--- src/rtl/i2c_txn_ctrl_if.sv ---
// Host request/response and command-level I2C master handshake signals
// grouped for the transaction sequencer.
interface i2c_txn_ctrl_if;
  // host side
  logic       req;
  logic       rw;
  logic [6:0] dev_addr;
  logic [7:0] reg_addr;
  logic [7:0] wdata;
  logic [3:0] rd_len;
  logic       busy;
  logic [7:0] rd_data;
  logic       rd_valid;
  logic       done;
  logic [1:0] err;
  // I2C master side
  logic [2:0] m_cmd;
  logic [7:0] m_din;
  logic       m_wr_i2c;
  logic       m_ready;
  logic       m_done_tick;
  logic       m_ack;
  logic [7:0] m_dout;

  // Sequencer view
  modport master (
    input  req, rw, dev_addr, reg_addr, wdata, rd_len,
    input  m_ready, m_done_tick, m_ack, m_dout,
    output busy, rd_data, rd_valid, done, err,
    output m_cmd, m_din, m_wr_i2c
  );

  // Environment view (host + I2C master)
  modport slave (
    output req, rw, dev_addr, reg_addr, wdata, rd_len,
    output m_ready, m_done_tick, m_ack, m_dout,
    input  busy, rd_data, rd_valid, done, err,
    input  m_cmd, m_din, m_wr_i2c
  );
endinterface

--- src/rtl/i2c_txn_ctrl.sv ---
// I2C transaction sequencer: turns one host request (register write, or
// register read of 1..16 bytes) into the command sequence for a
// command-level I2C master, with NACK abort and stall timeout.
module i2c_txn_ctrl #(
  parameter int TIMEOUT = 4096,
  parameter int TO_W    = 12
) (
  input  logic           clk,
  input  logic           reset,
  i2c_txn_ctrl_if.master bus
);

  localparam logic [2:0] CMD_START   = 3'd0;
  localparam logic [2:0] CMD_RESTART = 3'd1;
  localparam logic [2:0] CMD_STOP    = 3'd2;
  localparam logic [2:0] CMD_RD      = 3'd3;
  localparam logic [2:0] CMD_WR      = 3'd4;

  localparam logic [TO_W-1:0] TO_LAST = TO_W'(TIMEOUT - 1);

  typedef enum logic [1:0] {ST_IDLE, ST_ISSUE, ST_WAIT} state_t;
  typedef enum logic [2:0] {
    SP_START, SP_WR_DEV, SP_WR_REG, SP_WR_DATA,
    SP_RESTART, SP_WR_DEVR, SP_RD, SP_STOP
  } step_t;

  state_t          state;
  step_t           step;
  logic [TO_W-1:0] to_cnt;
  logic [3:0]      rd_cnt;

  logic            rw_q;
  logic [6:0]      dev_q;
  logic [7:0]      reg_q;
  logic [7:0]      wdata_q;
  logic [3:0]      len_q;

  logic            busy_q;
  logic [7:0]      rd_data_q;
  logic            rd_valid_q;
  logic            done_q;
  logic [1:0]      err_q;
  logic [2:0]      cmd_q;
  logic [7:0]      din_q;
  logic            wr_i2c_q;

  logic [2:0]      issue_cmd;
  logic [7:0]      issue_din;
  step_t           step_nxt;
  logic            byte_step;
  logic            last_rd;
  logic            to_hit;

  assign last_rd = (rd_cnt == len_q);
  assign to_hit  = (to_cnt == TO_LAST);

  // Command/data for the current step and the step that follows it
  always_comb begin
    issue_cmd = CMD_STOP;
    issue_din = 8'h00;
    step_nxt  = SP_STOP;
    byte_step = 1'b0;
    case (step)
      SP_START: begin
        issue_cmd = CMD_START;
        step_nxt  = SP_WR_DEV;
      end
      SP_WR_DEV: begin
        issue_cmd = CMD_WR;
        issue_din = {dev_q, 1'b0};
        step_nxt  = SP_WR_REG;
        byte_step = 1'b1;
      end
      SP_WR_REG: begin
        issue_cmd = CMD_WR;
        issue_din = reg_q;
        step_nxt  = rw_q ? SP_RESTART : SP_WR_DATA;
        byte_step = 1'b1;
      end
      SP_WR_DATA: begin
        issue_cmd = CMD_WR;
        issue_din = wdata_q;
        step_nxt  = SP_STOP;
        byte_step = 1'b1;
      end
      SP_RESTART: begin
        issue_cmd = CMD_RESTART;
        step_nxt  = SP_WR_DEVR;
      end
      SP_WR_DEVR: begin
        issue_cmd = CMD_WR;
        issue_din = {dev_q, 1'b1};
        step_nxt  = SP_RD;
        byte_step = 1'b1;
      end
      SP_RD: begin
        // bit0 is the ACK we send: NACK only on the final byte
        issue_cmd = CMD_RD;
        issue_din = {7'h00, last_rd};
        step_nxt  = last_rd ? SP_STOP : SP_RD;
        byte_step = 1'b1;
      end
      default: begin
        issue_cmd = CMD_STOP;
        step_nxt  = SP_STOP;
      end
    endcase
  end

  // Request fields captured on acceptance; contents are irrelevant until then
  always_ff @(posedge clk) begin
    if (state == ST_IDLE && bus.req) begin
      rw_q    <= bus.rw;
      dev_q   <= bus.dev_addr;
      reg_q   <= bus.reg_addr;
      wdata_q <= bus.wdata;
      len_q   <= bus.rd_len;
    end
  end

  // Sequencer FSM: ISSUE/WAIT per step, NACK abort to STOP, timeout to IDLE
  always_ff @(posedge clk or posedge reset) begin
    if (reset) begin
      state      <= ST_IDLE;
      step       <= SP_START;
      to_cnt     <= '0;
      rd_cnt     <= '0;
      busy_q     <= 1'b0;
      rd_data_q  <= 8'h00;
      rd_valid_q <= 1'b0;
      done_q     <= 1'b0;
      err_q      <= 2'd0;
      cmd_q      <= CMD_STOP;
      din_q      <= 8'h00;
      wr_i2c_q   <= 1'b0;
    end else begin
      wr_i2c_q   <= 1'b0;
      rd_valid_q <= 1'b0;
      done_q     <= 1'b0;
      case (state)
        ST_IDLE: begin
          if (bus.req) begin
            state  <= ST_ISSUE;
            step   <= SP_START;
            to_cnt <= '0;
            rd_cnt <= '0;
            busy_q <= 1'b1;
            err_q  <= 2'd0;
          end
        end
        ST_ISSUE: begin
          if (bus.m_ready) begin
            cmd_q    <= issue_cmd;
            din_q    <= issue_din;
            wr_i2c_q <= 1'b1;
            state    <= ST_WAIT;
            to_cnt   <= '0;
          end else if (to_hit) begin
            err_q  <= 2'd2;
            done_q <= 1'b1;
            busy_q <= 1'b0;
            state  <= ST_IDLE;
          end else begin
            to_cnt <= to_cnt + 1'b1;
          end
        end
        ST_WAIT: begin
          if (byte_step && bus.m_done_tick) begin
            state  <= ST_ISSUE;
            to_cnt <= '0;
            if (step == SP_RD) begin
              rd_data_q  <= bus.m_dout;
              rd_valid_q <= 1'b1;
              step       <= step_nxt;
              if (!last_rd) rd_cnt <= rd_cnt + 1'b1;
            end else if (bus.m_ack) begin
              err_q <= 2'd1;
              step  <= SP_STOP;
            end else begin
              step <= step_nxt;
            end
          end else if (!byte_step && !wr_i2c_q && bus.m_ready) begin
            // ready in the strobe cycle itself is stale and ignored
            to_cnt <= '0;
            if (step == SP_STOP) begin
              done_q <= 1'b1;
              busy_q <= 1'b0;
              state  <= ST_IDLE;
            end else begin
              step  <= step_nxt;
              state <= ST_ISSUE;
            end
          end else if (to_hit) begin
            err_q  <= 2'd2;
            done_q <= 1'b1;
            busy_q <= 1'b0;
            state  <= ST_IDLE;
          end else begin
            to_cnt <= to_cnt + 1'b1;
          end
        end
        default: state <= ST_IDLE;
      endcase
    end
  end

  assign bus.busy     = busy_q;
  assign bus.rd_data  = rd_data_q;
  assign bus.rd_valid = rd_valid_q;
  assign bus.done     = done_q;
  assign bus.err      = err_q;
  assign bus.m_cmd    = cmd_q;
  assign bus.m_din    = din_q;
  assign bus.m_wr_i2c = wr_i2c_q;

endmodule

--- src/flat_wrapper.sv ---
// flat-port wrapper written by rule: the top's interface ports become plain ports
module i2c_txn_ctrl_flat 
#(
  parameter int TIMEOUT = 4096,
  parameter int TO_W    = 12
)
  (clk, reset, bus_req, bus_rw, bus_dev_addr, bus_reg_addr, bus_wdata, bus_rd_len, bus_m_ready, bus_m_done_tick, bus_m_ack, bus_m_dout, bus_busy, bus_rd_data, bus_rd_valid, bus_done, bus_err, bus_m_cmd, bus_m_din, bus_m_wr_i2c);
  i2c_txn_ctrl_if bus_i ();
  input  logic clk;
  input  logic reset;
  input wire logic [$bits(bus_i.req)-1:0] bus_req;
  input wire logic [$bits(bus_i.rw)-1:0] bus_rw;
  input wire logic [$bits(bus_i.dev_addr)-1:0] bus_dev_addr;
  input wire logic [$bits(bus_i.reg_addr)-1:0] bus_reg_addr;
  input wire logic [$bits(bus_i.wdata)-1:0] bus_wdata;
  input wire logic [$bits(bus_i.rd_len)-1:0] bus_rd_len;
  input wire logic [$bits(bus_i.m_ready)-1:0] bus_m_ready;
  input wire logic [$bits(bus_i.m_done_tick)-1:0] bus_m_done_tick;
  input wire logic [$bits(bus_i.m_ack)-1:0] bus_m_ack;
  input wire logic [$bits(bus_i.m_dout)-1:0] bus_m_dout;
  output wire logic [$bits(bus_i.busy)-1:0] bus_busy;
  output wire logic [$bits(bus_i.rd_data)-1:0] bus_rd_data;
  output wire logic [$bits(bus_i.rd_valid)-1:0] bus_rd_valid;
  output wire logic [$bits(bus_i.done)-1:0] bus_done;
  output wire logic [$bits(bus_i.err)-1:0] bus_err;
  output wire logic [$bits(bus_i.m_cmd)-1:0] bus_m_cmd;
  output wire logic [$bits(bus_i.m_din)-1:0] bus_m_din;
  output wire logic [$bits(bus_i.m_wr_i2c)-1:0] bus_m_wr_i2c;
  assign bus_i.req = bus_req;
  assign bus_i.rw = bus_rw;
  assign bus_i.dev_addr = bus_dev_addr;
  assign bus_i.reg_addr = bus_reg_addr;
  assign bus_i.wdata = bus_wdata;
  assign bus_i.rd_len = bus_rd_len;
  assign bus_i.m_ready = bus_m_ready;
  assign bus_i.m_done_tick = bus_m_done_tick;
  assign bus_i.m_ack = bus_m_ack;
  assign bus_i.m_dout = bus_m_dout;
  assign bus_busy = bus_i.busy;
  assign bus_rd_data = bus_i.rd_data;
  assign bus_rd_valid = bus_i.rd_valid;
  assign bus_done = bus_i.done;
  assign bus_err = bus_i.err;
  assign bus_m_cmd = bus_i.m_cmd;
  assign bus_m_din = bus_i.m_din;
  assign bus_m_wr_i2c = bus_i.m_wr_i2c;
  i2c_txn_ctrl #(.TIMEOUT(TIMEOUT), .TO_W(TO_W)) u_core (.clk(clk), .reset(reset), .bus(bus_i));
endmodule
--- config.mk ---
export PLATFORM = sky130hd
export DESIGN_NAME = i2c_txn_ctrl_flat
export DESIGN_NICKNAME = d
export VERILOG_FILES = /design/src/rtl/i2c_txn_ctrl_if.sv /design/src/rtl/i2c_txn_ctrl.sv /design/src/flat_wrapper.sv
export SDC_FILE = /design/constraint.sdc
export NUM_CORES = 1
export LEC_CHECK = 0
export ABC_AREA = 1
export CAP_MARGIN = 40
export CELL_PAD_IN_SITES_DETAIL_PLACEMENT = 0
export CELL_PAD_IN_SITES_GLOBAL_PLACEMENT = 1
export CORE_ASPECT_RATIO = 0.8
export CORE_MARGIN = 2
export CORE_UTILIZATION = 35
export CTS_CLUSTER_SIZE = 20
export DETAILED_ROUTE_END_ITERATION = 10
export GPL_ROUTABILITY_DRIVEN = 0
export PLACE_DENSITY_LB_ADDON = 0.1
export SYNTH_ARGS = -nofsm -noshare
export SYNTH_HDL_FRONTEND = slang
export SYNTH_SLANG_ARGS = --single-unit
--- constraint.sdc ---
create_clock -name clk -period 1.6 [get_ports clk]
set_clock_uncertainty 0.1 [all_clocks]
set_input_delay 0.16 -clock clk [delete_from_list [all_inputs] [get_ports clk]]
set_output_delay 0.16 -clock clk [all_outputs]
set_load 0.02 [all_outputs]
==> run summary, run 1 <==
Run status: finished with violations
Failing checks: setup timing
CTS tree: built
Startpoint Class: register
Routed Antenna Nets: 0
Post-detail-place hpwl: 6.51 mm
Clk_lat worst skew: 0.33 ns
Met3 Usage GRT: 5.61%
Iter 0 DRT Violations: 97
Synth area leader: dfrtp_1
Tmin final: 1.65 ns
Synth Instances: 399
Final setup viols: 17
Pre-Repair DR Iteration Count: 5
Die Span X: 117 µm
F_max: 0.606 GHz
Slew Viols, Final: 0
Clock sinks: 74
Yosys cell types: 37
Max-capacitance violation count: 0
CP endpoint kind: register
Critical Path Source: u_core.state[0]$_DFFE_PP0P_
Setup Total Neg Slack: -0.360 ns
HP Class: primary input to register
Synthesized cell area: 0.00357 mm²
Crit share post-route: 103%
Required time worst endpoint: 1.72 ns
Register area share after synthesis: 55.9%
Num rows: 32
Fillcell total: 868
Final hold vios: 0
Area contributors post-synth: dfrtp_1 (32%), edfxtp_1 (24%), nand2_1 (15%), nand3_1 (3.5%), nor2_1 (3.4%)
Dpl ws: -0.195 ns
Clk buf depth: 2
Max VDD drop: 723 µV
CTS buffer count: 9
Vias in the first global route: 3061
CP Max Fanout: 5
Initial antenna violation count: 0
Largest net degree at the start of global routing: 29
Synth Register Bits: 74
Core area: 0.00977 mm²
I/O Buffers: 66
Total Routing Usage GR: 18.5%
Slew Limit Headroom: 76.9%
Mapped Nets: 447
HP Start: bus_m_dout[7]
Commonest non-fill, non-tap cell in the layout: nand2_1
Share of cells above drive strength 1: 30.5%
Multi-input gate area: 0.00172 mm²
Post-layout util: 58.7%
Vias/cell: 4.54
Via count: 3114
WL/cell: 14.0 µm
Setup ws final: -0.0515 ns
Routed WL: 9.57 mm
CP arrival: 1.77 ns
GRT overflow: 0
CTS H-tree depth: 3
RR Startpoint: u_core.state[0]$_DFFE_PP0P_
Worst-path clk slew: 0.06 ns
First-pass GRT wire length: 15.3 mm
Die Ht: 94.3 µm
Io pins: 67
Die footprint: 0.0110 mm²
Area delta synth->final: 60.9%
Top-area cell type share of the netlist area: 31.6%
Cell Pwr Density: 1380 mW/mm²
Commonest non-fill, non-tap cells in the layout: nand2_1 (131), clkdlybuf4s50_1 (51), buf_4 (49)
Synth warnings: 0
Mean area per synthesized cell: 8.94 µm²
Net count, final: 593
Final Hold Slack: 0.258 ns
WS Path Type: register to register
Most Used Layer, Global Route: met2
Starting Density: 36.5%
Met2 Resource Use GR: 26.9%
Drt drc: 0
Leak Pwr: 0.00277 µW
Met1 GRT Util: 26.5%
Register area: 0.00200 mm²
RSZ-0062 raised after global routing: true
Antenna diode count: 0
Slew @ Worst Pin: 0.346 ns
Root Driver: clkbuf_16
-- area by class of cell --
class	instances	share of cell area, %
Sequential cell	74	34.8
Multi-Input combinational cell	284	30.0
Timing Repair Buffer	142	24.5
Clock buffer	9	3.93
Tap cell	136	2.97
Inverter	34	2.64
Clock inverter	7	1.20
-- path summary, 6_finish.rpt --
check | end | slack (ns) | cells past startpoint
setup / recovery | u_core.rd_cnt[3]$_DFFE_PP0P_ | -0.05 | 10
setup reg to reg | u_core.rd_cnt[3]$_DFFE_PP0P_ | -0.05 | 10
hold reg to reg | u_core.bus.busy$_DFFE_PP0P_ | 0.37 | 2
hold / removal | u_core.bus.rd_data[7]$_DFFE_PP0P_ | 0.26 | 3
min in group asynchronous | u_core.bus.m_din[1]$_DFFE_PP0P_ | 0.54 | 3
max in group asynchronous | u_core.bus.m_cmd[1]$_DFFE_PP1P_ | 0.40 | 4
-- layer usage --
metal	up-vias	share of wire [%]
li1	1599	-
met1	1446	51
met2	63	43
met3	6	5.5
met4	0	0.51
met5	-	0
-- registers in the layout, indices dropped and copies added (netlist names), 2 cells and up --
name                count
u_core.rd_cnt           4
u_core.bus.err          2
u_core.bus.m_din        8
u_core.bus.m_cmd        3
u_core.step             3
u_core.bus.rd_data      8
u_core.state            2
u_core.wdata_q          8
u_core.reg_q            8
u_core.len_q            4
u_core.dev_q            7
u_core.to_cnt          12
-- through the flow --
step | instances | cell area (µm²) | total power [µW]
after global placement | 648 | 4810 | 4980
after detailed placement | 648 | 4810 | 5000
after global routing | 686 | 5740 | 8410
final | 686 | 5740 | 7910
after CTS | 675 | 5350 | 7420
after floorplan | 399 | 3580 | 3840
-- logic make-up (layout without fill, tap and decap cells) --
| group | count (synthesis) | after routing | share of synthesized area, % |
|---|---|---|---|
| xor gates and xnor gates | 8 | 8 | 1.96 |
| AOI/OAI and AO/OA | 34 | 34 | 6.14 |
| adders and majority gates | 6 | 6 | 2.11 |
| and+or+nand+nor | 236 | 236 | 28.9 |
| buffers and inverters | 41 | 192 | 4.98 |
| DFF | 74 | 74 | 55.9 |
-- synthesized netlist by cell type --
master    number
inv_1         28
dfstp_2        1
o21bai_1       1
or2_0          1
clkbuf_1       1
clkinv_1       1
xnor2_1        1
nor2_4         1
or2_2          1
nor3_1         1
a21oi_4        1
a31oi_1        2
inv_2          5
o21ai_2        1
nand2_2        5
buf_4          4
o21a_1         1
nand4_1       11
nand2_1      146
nor2_2         4
edfxtp_1      28
nand3b_1       3
buf_2          1
ha_1           6
o31ai_1        1
xor2_1         7
nand2_4        1
nand3_2        5
a21oi_1        7
a21o_1         2
nand3_1       25
buf_6          1
nor2_1        32
a22oi_1        6
dfrtp_1       45
a21oi_2        1
o21ai_0       11
-- worst max-delay path, cell delays in order (launching register included) --
cell and delay, ns:
dfrtp_1 0.41, inv_2 0.10, buf_6 0.10, ha_4 0.15, clkinv_4 0.07, nor2_4 0.22, nand2_2 0.10, nand2_4 0.10
nand2_4 0.07, nand2_1 0.06, nand2_1 0.05
-- power breakdown --
group          internal, µW  switching (µW)
combinational          1600            1770
sequential             2340             212
clock                  1200             788
-- repair_timing --
action	CTS	global route
hold buffers	1	0
pin swaps	17	35
gates resized for setup	44	84
hold endpoints to repair	4	0
setup endpoints to repair	41	52
buffers inserted	10	12
No activity file was read; power rests on OpenSTA's default activity.
==> inputs of run 2 (changes only) <==
--- a/config.mk
+++ b/config.mk
@@ -12,7 +12,7 @@
 export CORE_ASPECT_RATIO = 0.8
 export CORE_MARGIN = 2
 export CORE_UTILIZATION = 35
-export CTS_CLUSTER_SIZE = 20
+export CTS_CLUSTER_SIZE = 14
 export DETAILED_ROUTE_END_ITERATION = 10
 export GPL_ROUTABILITY_DRIVEN = 0
 export PLACE_DENSITY_LB_ADDON = 0.1
==> constraint.sdc (replaced) <==
create_clock -name clk -period 1.6 [get_ports clk]
set_clock_uncertainty 0.1 [all_clocks]
set_input_delay 0.16 -clock clk [delete_from_list [all_inputs] [get_ports clk]]
set_output_delay 0.16 -clock clk [all_outputs]
set_load 0.005 [all_outputs]
==> run summary, run 2 (synthesized netlist as in run 1, its figures left out) <==
Num rows: 32 (unchanged)
Die Ht: 94.3 µm (unchanged)
Core area: 0.00977 mm² (unchanged)
Routed Antenna Nets: 0 (unchanged)
Failing checks: setup timing
WS Path Type: register to register
Drt drc: 0 (unchanged)
CP cell instances: inv_2 -> buf_6 -> ha_4 -> clkinv_4 -> nor2_4 -> nand2_2 -> nand2_4 -> nand2_4 -> nand2_2 -> nand2_1
WL/cell: 14.0 µm (+0.67%)
Vias in the first global route: 3060 (-0.033%)
Clk buf depth: 2 (unchanged)
I/O Buffers: 66 (unchanged)
Slew @ Worst Pin: 0.276 ns (-0.0692 ns)
Area delta synth->final: 61.9%
Leak Pwr: 0.00259 µW (-6.6%)
CTS buffer count: 9 (unchanged)
Max incr delay on CP: 0.42 ns (about the same)
CP max-delay cell: dfrtp_1
HP Class: primary input to register
Commonest non-fill, non-tap cells in the layout: nand2_1 (120), clkdlybuf4s50_1 (65), buf_4 (56)
Hold Path Depth: 3 (unchanged)
Buf+Inv Stages, Crit Path: 3 (unchanged)
Final setup viols: 24 (+7)
Top delay family on crit path: simple AND/OR/NAND/NOR gates
Crit share post-route: 105% (+2.2 points)
Hold path endpoint: u_core.bus.rd_data[7]$_DFFE_PP0P_
Largest net degree at the start of global routing: 29 (unchanged)
Starting Density: 36.5% (unchanged)
Slew Limit Headroom: 81.5% (+4.6 points)
End of the worst register-to-register path: u_core.rd_cnt[1]$_DFFE_PP0P_
Tmin final: 1.69 ns (+0.0349 ns)
Root Driver: clkbuf_16
Required time worst endpoint: 1.72 ns (about the same)
Share of cells above drive strength 1: 33.5% (+2.9 points)
RSZ-0062 raised after global routing: true
Iter 0 DRT Violations: 123 (+27%)
Net count, final: 599 (+1.0%)
Via count: 3153 (+1.3%)
Die footprint: 0.0110 mm² (unchanged)
Setup ws final: -0.0864 ns (-0.0349 ns)
Cell Pwr Density: 1350 mW/mm² (-2.0%)
Multi-input gate area: 0.00174 mm² (+1.2%)
Largest Register: u_core.to_cnt
Initial antenna violation count: 0 (unchanged)
Register area: 0.00200 mm² (about the same)
Fillcell total: 873 (+0.58%)
Clk_lat worst skew: 0.34 ns (about the same)
RR Startpoint: u_core.state[0]$_DFFE_PP0P_
R2R Setup Slk: -0.09 ns (-0.03 ns)
Run status: finished with violations
Routed WL: 9.72 mm (+1.5%)
Total power: 7800 µW (-1.4%)
Setup Total Neg Slack: -0.937 ns (-0.576 ns)
Post-layout util: 59.1% (+0.37 points)
GRT overflow: 0 (unchanged)
Startpoint Class: register
Reg2Reg Depth: 10 (unchanged)
Max VDD drop: 728 µV (+0.82%)
CTS H-tree depth: 3 (unchanged)
Final hold vios: 0 (unchanged)
First-pass GRT wire length: 15.4 mm (+0.59%)
Max reg flops: 12 (unchanged)
CP Max Fanout: 5 (unchanged)
CP arrival: 1.81 ns (+0.04 ns)
Io pins: 67 (unchanged)
CP endpoint kind: register
Commonest non-fill, non-tap cell in the layout: nand2_1
Max-capacitance violation count: 0 (unchanged)
Slew Viols, Final: 0 (unchanged)
CTS tree: built
Worst-path clk slew: 0.06 ns (about the same)
Clock sinks: 74 (unchanged)
Pre-Repair DR Iteration Count: 4 (-1)
Antenna diode count: 0 (unchanged)
Die Span X: 117 µm (unchanged)
HP Start: bus_m_dout[7]
Vias/cell: 4.56 (+0.37%)
Post-detail-place hpwl: 6.51 mm (unchanged)
F_max: 0.593 GHz (-2.1%)
Total Routing Usage GR: 18.6% (+0.055 points)
run 2: area by class of cell:
type	instances	share of cell area (%)
sequential	74	34.6
inverter	34	2.77
clock inverter	7	1.19
clock buffer	9	3.90
tap	136	2.95
multi-input combinational	284	30.1
timing repair buffer	148	24.5
run 2: worst max path at each step:
stage / from / end / cells past startpoint
after detailed placement: u_core.state[0]$_DFFE_PP0P_ / u_core.to_cnt[5]$_DFFE_PP0P_ / 10
after CTS: u_core.state[0]$_DFFE_PP0P_ / u_core.to_cnt[5]$_DFFE_PP0P_ / 10
final: u_core.state[0]$_DFFE_PP0P_ / u_core.rd_cnt[1]$_DFFE_PP0P_ / 10
after global routing: u_core.step[0]$_DFFE_PP0P_ / u_core.bus.m_din[0]$_DFFE_PP0P_ / 9
after floorplan: u_core.state[0]$_DFFE_PP0P_ / u_core.to_cnt[3]$_DFFE_PP0P_ / 9
after global placement: u_core.state[0]$_DFFE_PP0P_ / u_core.bus.rd_data[1]$_DFFE_PP0P_ / 9
run 2: where the power goes:
part / leakage (µW) / internal (µW) / switching (µW)
registers: 0.000887 / 2350 / 221
clock network: 0.000133 / 1200 / 800
logic: 0.00157 / 1600 / 1630
total: 0.00259 / 5150 / 2650
run 2: worst min-delay path: stages:
cell             delay [ns]
clkdlybuf4s50_1        0.39
nand2_1                0.06
nand2_1                0.04
run 2: timing repair:
action | 4_1_cts | 5_1_grt
resized for setup | 28 | 96
hold buffers | 1 | 0
endpoints found under the setup margin | 37 | 42
setup buffers | 9 | 19
pin swaps | 12 | 35
cloned | 0 | 1
endpoints found under the hold margin | 4 | 0
run 2: per-layer routing:
| layer | vias to the layer above | GRT usage (%) | wire length (µm) |
|---|---|---|---|
| li1 | 1610 | - | - |
| met1 | 1476 | 26.6 | 4930 |
| met2 | 58 | 26.9 | 4230 |
| met3 | 9 | 5.61 | 443 |
| met4 | 0 | 5.59 | 116 |
| met5 | - | 0 | 0 |
run 2: metrics by stage:
step           hold slack, ns  cells  instance area, µm²  worst slack [ns]
2_1_floorplan           0.159    399                3580           0.00155
3_3_place_gp            0.309    648                4810            -0.146
3_5_place_dp            0.324    648                4810            -0.195
4_1_cts                 0.242    674                5280           -0.0346
5_1_grt                 0.250    692                5770            -0.151
6_report                0.254    692                5770           -0.0864
==> inputs of run 3 (changes only) <==
--- a/config.mk
+++ b/config.mk
@@ -19,3 +19,4 @@
 export SYNTH_ARGS = -nofsm -noshare
 export SYNTH_HDL_FRONTEND = slang
 export SYNTH_SLANG_ARGS = --single-unit
+export TNS_END_PERCENT = 5
==> run summary, run 3 (synthesized netlist as in run 1, its figures left out) <==
Worst-path clk slew: 0.06 ns (about the same)
Combinational share of power: 37.4% (-4.0 points)
Vias in the first global route: 3029 (-1.0%)
Fin cells: 672 (-2.9%)
Crit share post-route: 103% (-2.0 points)
Placed cell area: 0.00481 mm² (unchanged)
Register area: 0.00200 mm² (about the same)
Die footprint: 0.0110 mm² (unchanged)
Io pins: 67 (unchanged)
RSZ-0062 raised after global routing: true
First-pass GRT wire length: 15.2 mm (-1.1%)
Run status: finished with violations
Initial antenna violation count: 0 (unchanged)
RR Startpoint: u_core.state[0]$_DFFE_PP0P_
Max-capacitance violation count: 0 (unchanged)
Die Span X: 117 µm (unchanged)
Finished Cell Area: 0.00534 mm² (-7.6%)
F_max: 0.605 GHz (+1.9%)
Area delta synth->final: 49.6%
Post-layout util: 54.6% (-4.5 points)
Core area: 0.00977 mm² (unchanged)
Largest net degree at the start of global routing: 29 (unchanged)
Final Hold Slack: 0.255 ns (+0.00118 ns)
Routed WL: 9.13 mm (-6.1%)
CP Max Fanout: 8 (+3)
End of the worst register-to-register path: u_core.to_cnt[5]$_DFFE_PP0P_
CTS buffer count: 9 (unchanged)
Setup ws final: -0.0542 ns (+0.0322 ns)
Clock sinks: 74 (unchanged)
Max VDD drop: 695 µV (-4.6%)
Vias/cell: 4.51 (-0.91%)
CP arrival: 1.77 ns (-0.04 ns)
Net count, final: 579 (-3.3%)
Die Ht: 94.3 µm (unchanged)
Routed Antenna Nets: 0 (unchanged)
HP Class: primary input to register
Final hold vios: 0 (unchanged)
Starting Density: 36.5% (unchanged)
Placed Cells: 648 (unchanged)
Slew Limit Headroom: 78.2% (-3.4 points)
P_int: 4840 µW (-6.1%)
CTS H-tree depth: 3 (unchanged)
Root Driver: clkbuf_16
Share of cells above drive strength 1: 24.4% (-9.0 points)
Max reg flops: 12 (unchanged)
Commonest non-fill, non-tap cells in the layout: nand2_1 (138), clkdlybuf4s50_1 (65), buf_4 (50)
Failing checks: setup timing
Num rows: 32 (unchanged)
Clk buf depth: 2 (unchanged)
Antenna diode count: 0 (unchanged)
Clk_lat worst skew: 0.33 ns (about the same)
Multi-input gate area: 0.00151 mm² (-13%)
Hold Path Depth: 3 (unchanged)
CP endpoint kind: register
Required time worst endpoint: 1.71 ns (about the same)
Largest Register: u_core.to_cnt
Cell Pwr Density: 1360 mW/mm² (+0.48%)
Critical Path Source: u_core.state[0]$_DFFE_PP0P_
WL/cell: 13.6 µm (-3.3%)
P_sw: 2410 µW (-9.3%)
Via count: 3034 (-3.8%)
GRT overflow: 0 (unchanged)
Startpoint Class: register
Leak Pwr: 0.00241 µW (-6.7%)
Crit path capture: u_core.to_cnt[5]$_DFFE_PP0P_
Drt drc: 0 (unchanged)
Slew @ Worst Pin: 0.327 ns (+0.0508 ns)
R2R Setup Slk: -0.05 ns (+0.03 ns)
Reg2Reg Depth: 8 (-2)
Post-detail-place hpwl: 6.51 mm (unchanged)
I/O Buffers: 66 (unchanged)
Final setup viols: 10 (-58%)
Tmin final: 1.65 ns (-0.0322 ns)
Pre-Repair DR Iteration Count: 4 (unchanged)
WS Path Type: register to register
Total Routing Usage GR: 18.4% (-0.16 points)
Sequential share of power: 35.0% (+2.1 points)
Sw Ratio: 33.2% (-0.77 points)
Slew Viols, Final: 0 (unchanged)
CTS tree: built
Clock power share: 27.6% (+1.9 points)
Iter 0 DRT Violations: 101 (-18%)
Fillcell total: 902 (+3.3%)
Commonest non-fill, non-tap cell in the layout: nand2_1
==> run 3: cell count changes in the layout (fill, tap and decap cells not counted), sizes merged <==
cell and change:
buf -20, clkinv -1, inv +2, clkinvlp -1
==> run 3: final cells by class <==
type | instances | share of cell area, %
Clock buffer | 9 | 4.22
Clock inverter | 7 | 1.29
Inverter | 34 | 2.79
Multi-Input combinational cell | 284 | 28.4
Sequential cell | 74 | 37.4
Tap cell | 136 | 3.19
Timing Repair Buffer | 128 | 22.7
==> run 3: critical path, cell delays in order, from the launching register on <==
cell	delay [ns]
dfrtp_1	0.40
inv_2	0.06
buf_4	0.14
ha_4	0.17
buf_6	0.14
nand3_2	0.10
nand2_4	0.10
a21oi_4	0.25
nor2_1	0.09
==> run 3: layer usage <==
metal  vias up  GRT usage, %  routed length, µm
met5         -             0                  0
met1      1400          26.4               4710
met3         9          5.61                479
li1       1565             -                  -
met4         0          5.59                114
met2        60          26.6               3830
==> run 3: worst min path at each step <==
stage | slack, ns | start | endpoint
floorplan | 0.16 | bus_dev_addr[0] | u_core.dev_q[0]$_DFFE_PP_
global placement | 0.31 | reset | u_core.bus.m_din[4]$_DFFE_PP0P_
detailed placement | 0.32 | reset | u_core.bus.m_din[4]$_DFFE_PP0P_
CTS | 0.24 | bus_m_dout[7] | u_core.bus.rd_data[7]$_DFFE_PP0P_
global route | 0.25 | bus_m_dout[7] | u_core.bus.rd_data[7]$_DFFE_PP0P_
finish | 0.26 | bus_m_dout[7] | u_core.bus.rd_data[7]$_DFFE_PP0P_
==> run 3: power by group through the flow <==
stage / Sequential (µW) / Clock [µW] / Combinational [µW]
final: 2540 / 2000 / 2710
after global routing: 2570 / 2150 / 2980
after CTS: 2530 / 2070 / 2580
after detailed placement: 2560 / 0 / 2330
after global placement: 2550 / 0 / 2310
after floorplan: 2520 / 0 / 1200
==> run 3: stage by stage <==
stage / TNS [ns] / total power, µW / worst slack [ns]
2_1_floorplan: 0 / 3730 / 0.00155
5_1_grt: -1.87 / 7700 / -0.123
6_report: -0.267 / 7240 / -0.0542
3_5_place_dp: -4.62 / 4880 / -0.195
3_3_place_gp: -3.57 / 4860 / -0.146
4_1_cts: -0.183 / 7170 / -0.0456
==> run 3: repair_timing <==
action / in CTS / in global routing
gates resized for setup: 30 / 19
endpoints found under the setup margin: 37 / 42
setup buffers: 5 / 2
endpoints found under the hold margin: 4 / 0
hold buffers: 1 / 0
pin swaps: 9 / 10
==> RTL change 1 (flow settings as in run 3) <==
Make the reset (`reset`) synchronous in one clocked block.
--- a/src/rtl/i2c_txn_ctrl.sv
+++ b/src/rtl/i2c_txn_ctrl.sv
@@ -119,7 +119,7 @@
   end
 
   // Sequencer FSM: ISSUE/WAIT per step, NACK abort to STOP, timeout to IDLE
-  always_ff @(posedge clk or posedge reset) begin
+  always_ff @(posedge clk) begin
     if (reset) begin
       state      <= ST_IDLE;
       step       <= SP_START;
Check against the original RTL: differs if reset is asserted again (counterexample within 4 cycles, from zero or initial values and one cycle with reset high); with reset held inactive, the same outputs for 10 cycles.
==> RTL change 1 against run 3 <==
The flow still finishes with violations (setup timing); setup slack got worse by 0.014 ns; design area increased by 1.5%; routed wire length is 4.0% higher; cell count up 7.3%; core utilization decreased by 1.3 points; sequential cell count unchanged; first-iteration DRC count is 110% higher; area after synthesis increased by 1.8%.
Power is not compared: it rests on default switching activity, and its combinational part moved more than twofold at a synthesized area within 25%.
==> RTL change 1: results (changes against run 3) <==
Status - finished with violations
Failing checks - setup timing
Routed wire per std cell - 13.2 um (-3.1%)
Top fanout value on the critical path - 7 (-1)
Async set-or-reset flop fraction in the synthesized netlist - 0% (-62 points)
Placed Instance Area - 4830 um2 (+0.36%)
Seq/total area - 32.7% (-4.7 points)
# clk buffers - 10 (+1)
Proportion of cell area spent on the clock network - 5.89% (+0.38 points)
Smallest setup slack after layout - -0.0684 ns (-0.0142 ns)
Setup Viol. Count Final - 9 (-1)
Post-synthesis to final-layout area growth - 49.3%
Arrival time reported for the critical path endpoint - 1.79 ns (+0.02 ns)
Logic inverters - 56 (+65%)
Iter 0 DRT Violations - 213 (+110%)
Post-Route WL - 9490 um (+4.0%)
Instance count of the mapped netlist - 459 (+15%)
Cell types with the highest counts after synthesis - 138 x sky130_fd_sc_hd__nand2_1, 53 x sky130_fd_sc_hd__inv_1, 46 x sky130_fd_sc_hd__dfxtp_1, 38 x sky130_fd_sc_hd__nand3_1, 36 x sky130_fd_sc_hd__a21oi_1
# nets final - 629 (+8.6%)
Worst-case reg-to-reg path depth - 9 (+1)
GRT Overall Usage - 17.7% (-0.74 points)
Post-Place Worst Slack - -0.284 ns (-0.0889 ns)
Multi-input combinational gate total - 318 (+12%)
Worst slew slack as a fraction of its limit - 77.0% (-1.2 points)
Non-clock buffer total of the final layout - 117 (-8.6%)
Footprint of the multi-input gates - 1800 um2 (+19%)
Layout cell share with drive strength beyond 1 - 23.4% (-1.0 points)
Layout fillers - 976 (+8.2%)
Peak per-stage delay on the critical path - 0.33 ns (-0.07 ns)
DP Wirelength - 6760 um (+3.8%)
RTL change 1: cell count changes after synthesis, sizes merged, moves of 5 or more:
cell,before,now
a22oi,6,0
nand3,30,41
inv,33,55
o21ai,12,23
nand2,152,143
a21oi,9,38
dfxtp,0,46
dfrtp,45,0
ha,6,11
xor2,7,2
RTL change 1: kinds of logic (layout without fill, tap and decap cells):
group	count (synthesis)	after routing	share of synthesized area, %
adders and majority gates	11	11	3.79
DFF	74	74	48.6
and+or+nand+nor	236	237	29.2
xor gates and xnor gates	3	3	0.724
buffers and inverters	68	189	7.65
AOI/OAI and AO/OA	67	67	10.1
RTL change 1: timing repair:
item	CTS	global route
buffers inserted	0	1
endpoints found under the setup margin	40	70
pin swaps	8	7
hold buffers	0	0
gates cloned	1	1
gates resized for setup	34	38
RTL change 1: layer usage:
layer,vias up,track usage (%),part of all wire (%)
met3,9,4.61,5.1
li1,1732,-,-
met1,1482,24.3,49
met2,65,27.8,45
met5,-,0,0
met4,0,4.82,1.1
RTL change 1: worst min-delay path by stage:
stage	endpoint	cells after the start	slack [ns]	startpoint
final	u_core.dev_q[4]$_DFFE_PP_	1	0.28	bus_dev_addr[4]
after global routing	u_core.wdata_q[2]$_DFFE_PP_	1	0.26	bus_wdata[2]
after CTS	u_core.dev_q[4]$_DFFE_PP_	1	0.26	bus_dev_addr[4]
after detailed placement	u_core.bus.rd_data[2]$_SDFFE_PP0P_	2	0.33	u_core.bus.rd_data[2]$_SDFFE_PP0P_
after global placement	u_core.bus.rd_data[4]$_SDFFE_PP0P_	2	0.33	u_core.bus.rd_data[4]$_SDFFE_PP0P_
after floorplan	u_core.dev_q[0]$_DFFE_PP_	0	0.16	bus_dev_addr[0]
==> RTL change 2 (config.mk and constraints of run 3) <==
Made on the original files. `TO_W` is set to 12 in 2 places; all go to 6.
--- a/src/rtl/i2c_txn_ctrl.sv
+++ b/src/rtl/i2c_txn_ctrl.sv
@@ -3,7 +3,7 @@
 // command-level I2C master, with NACK abort and stall timeout.
 module i2c_txn_ctrl #(
   parameter int TIMEOUT = 4096,
-  parameter int TO_W    = 12
+  parameter int TO_W    = 6
 ) (
   input  logic           clk,
   input  logic           reset,
--- a/src/flat_wrapper.sv
+++ b/src/flat_wrapper.sv
@@ -2,7 +2,7 @@
 module i2c_txn_ctrl_flat 
 #(
   parameter int TIMEOUT = 4096,
-  parameter int TO_W    = 12
+  parameter int TO_W    = 6
 )
   (clk, reset, bus_req, bus_rw, bus_dev_addr, bus_reg_addr, bus_wdata, bus_rd_len, bus_m_ready, bus_m_done_tick, bus_m_ack, bus_m_dout, bus_busy, bus_rd_data, bus_rd_valid, bus_done, bus_err, bus_m_cmd, bus_m_din, bus_m_wr_i2c);
   i2c_txn_ctrl_if bus_i ();
Behaviour: no difference found for any inputs over 10 cycles, from zero or initial values and one cycle with reset high; that may be too few to reach the edited logic, so the function may still have changed.
==> RTL change 2 against run 3 <==
The flow still finishes with violations (setup timing); worst hold slack got worse by 0.17 ns; design area fell by 11%; routed wire length fell by 16%; core utilization rose by 0.65 points; maximum frequency rose by 3.3%; highest routed layer unchanged; power rose by 1.4%; largest cell class unchanged; area after synthesis fell by 12%; sequential cell count fell by 6; setup slack improved by 0.053 ns; sequential share of layout area rose by 1.3 points; critical endpoint is now u_core.reg_q[0]$_DFFE_PP_.
==> RTL change 2: results (changes against run 3) <==
Share of synthesized area spent on multiplexers - 0% (unchanged)
Number of clock buffers inserted by TritonCTS - 9 (unchanged)
Endpoint of the worst register-to-register path - u_core.reg_q[0]$_DFFE_PP_
Worst setup path startpoint - u_core.state[1]$_DFFE_PP0P_
Share of the yosys chip area belonging to registers - 58.4% (+2.5 points)
Top cells by area in the synthesized netlist - sky130_fd_sc_hd__dfrtp_1 31%, sky130_fd_sc_hd__edfxtp_1 27%, sky130_fd_sc_hd__nand2_1 16%, sky130_fd_sc_hd__inv_1 3.8%, sky130_fd_sc_hd__nor2_1 3.2%
DP Wirelength - 5400 um (-17%)
Iter 0 DRT Violations - 87 (-14%)
Arrival time reported for the critical path endpoint - 1.53 ns (-0.24 ns)
Pin count of the biggest net entering global routing - 41 (+41%)
Cell types with the highest counts after synthesis - 132 x sky130_fd_sc_hd__nand2_1, 39 x sky130_fd_sc_hd__dfrtp_1, 32 x sky130_fd_sc_hd__inv_1, 28 x sky130_fd_sc_hd__edfxtp_1, 27 x sky130_fd_sc_hd__nor2_1
Clock Tree Buf Depth - 2 (unchanged)
Top fanout value on the critical path - 28 (+20)
Setup Viol. Count Final - 13 (+3)
Clk pin slew, worst setup/hold paths - 0.06 ns (about the same)
IR drop worst, VDD - 661 uV (-4.9%)
Number of detailed-routing iterations run before antenna repair - 4 (unchanged)
EDFF count, synth - 28 (unchanged)
GRT Overall Usage - 16.6% (-1.8 points)
Initial antenna violation count - 0 (unchanged)
Leak - 2.20 nW (-8.6%)
Status - finished with violations
Placed Instance Area - 4240 um2 (-12%)
Failing checks - setup timing
Endpoint of the most critical setup path - u_core.reg_q[0]$_DFFE_PP_
Via count of the first global-routing pass - 2,554 (-16%)
Layout cell share with drive strength beyond 1 - 21.7% (-2.7 points)
Async set-or-reset flop fraction in the synthesized netlist - 58.8% (-3.3 points)
Leading register cell type out of synthesis - sky130_fd_sc_hd__dfrtp_1
Dominant delay contributor by cell family on the critical path - buffers and inverters
Smallest setup slack after layout - -0.00160 ns (+0.0526 ns)
Antenna cells - 0 (unchanged)
Synthesized-area fraction occupied by adder cells - 2.38% (+0.27 points)
Slew Viols, Final - 0 (unchanged)
Worst-case reg-to-reg path depth - 6 (-2)
Routed wire per std cell - 13.2 um (-2.9%)
# nets final - 512 (-12%)
Yosys warning count - 0 (unchanged)
Htree depth - 3 (unchanged)
Peak per-stage delay on the critical path - 0.43 ns (+0.03 ns)
Syn_nets - 404 (-9.6%)
Worst min-delay path category - primary input to asynchronous set/reset pin
Netlist cell types - 27 (-27%)
Detail-routed via count per cell - 4.70 (+4.1%)
Cell type of the slowest stage on the worst timing path - sky130_fd_sc_hd__dfrtp_1
Count of buffers inserted at the top-level ports - 66 (unchanged)
Wire length of the first global-routing pass - 12,200 um (-20%)
Parity-gate share of the synthesized area counting xor and xnor cells - 1.39% (-0.58 points)
Compound-Gate Fraction of Synth Area - 6.82% (+0.68 points)
Worst slew slack as a fraction of its limit - 80.7% (+2.5 points)
Post-Place Worst Slack - -0.121 ns (+0.0740 ns)
## RTL change 2: where the power goes
group | switching, W | internal (W) | leakage (nW)
registers | 0.000196 | 0.00222 | 0.802
logic | 0.00140 | 0.00126 | 1.24
clock network | 0.000756 | 0.00152 | 0.165
total | 0.00235 | 0.00499 | 2.20
## RTL change 2: cells by family (layout without fill, tap and decap cells)
kind of cell	after synthesis	after routing
xor+xnor	5	5
buf+inv	42	155
simple gates	197	197
flops	68	68
compound gates	38	38
fa+ha+maj	6	6
## RTL change 2: final cells by class
class / count / area, um2
tap: 112 / 140
inverter: 36 / 148
multi-input combinational: 246 / 1300
sequential: 68 / 1850
fill: 775 / 3860
timing repair buffer: 103 / 993
clock buffer: 9 / 225
clock inverter: 7 / 115
## RTL change 2: worst min path at each step
stage,startpoint,to,slack [ns],depth (start not counted)
floorplan,bus_dev_addr[0],u_core.dev_q[0]$_DFFE_PP_,0.16,0
global placement,u_core.bus.rd_data[6]$_DFFE_PP0P_,u_core.bus.rd_data[6]$_DFFE_PP0P_,0.36,2
detailed placement,u_core.bus.rd_data[0]$_DFFE_PP0P_,u_core.bus.rd_data[0]$_DFFE_PP0P_,0.36,2
CTS,reset,u_core.bus.rd_data[3]$_DFFE_PP0P_,0.09,3
global route,reset,u_core.bus.rd_data[3]$_DFFE_PP0P_,0.14,3
finish,reset,u_core.bus.rd_data[3]$_DFFE_PP0P_,0.08,3
## RTL change 2: worst reg2reg max path, cell delays in order, from the launching register on
cell and delay (ns):
sky130_fd_sc_hd__dfrtp_1 0.43, sky130_fd_sc_hd__inv_2 0.13, sky130_fd_sc_hd__ha_4 0.15, sky130_fd_sc_hd__nand2_2 0.08, sky130_fd_sc_hd__clkinvlp_4 0.10, sky130_fd_sc_hd__buf_4 0.12, sky130_fd_sc_hd__buf_12 0.17
## RTL change 2: layer usage
layer | vias up | track usage (%) | share of wire (%)
met5 | - | 0 | 0
met4 | 0 | 6.82 | 1.7
met3 | 12 | 5.03 | 5.0
met2 | 65 | 25.2 | 45
met1 | 1274 | 22.2 | 48
li1 | 1380 | - | -
## RTL change 2: stage by stage
stage	std cells	TNS [ns]	power, W
after floorplan	356	-2.21	0.00355
after global placement	562	-0.753	0.00470
after detailed placement	562	-1.36	0.00471
after CTS	578	-0.0438	0.00705
after global routing	581	-2.95	0.00780
final	581	-0.00750	0.00734
## RTL change 2: timing repair
| item | 4_1_cts | 5_1_grt |
|---|---|---|
| cloned | 0 | 0 |
| pin swaps | 1 | 11 |
| setup endpoints to repair | 29 | 31 |
| gates resized for setup | 10 | 45 |
| buffers inserted | 0 | 3 |
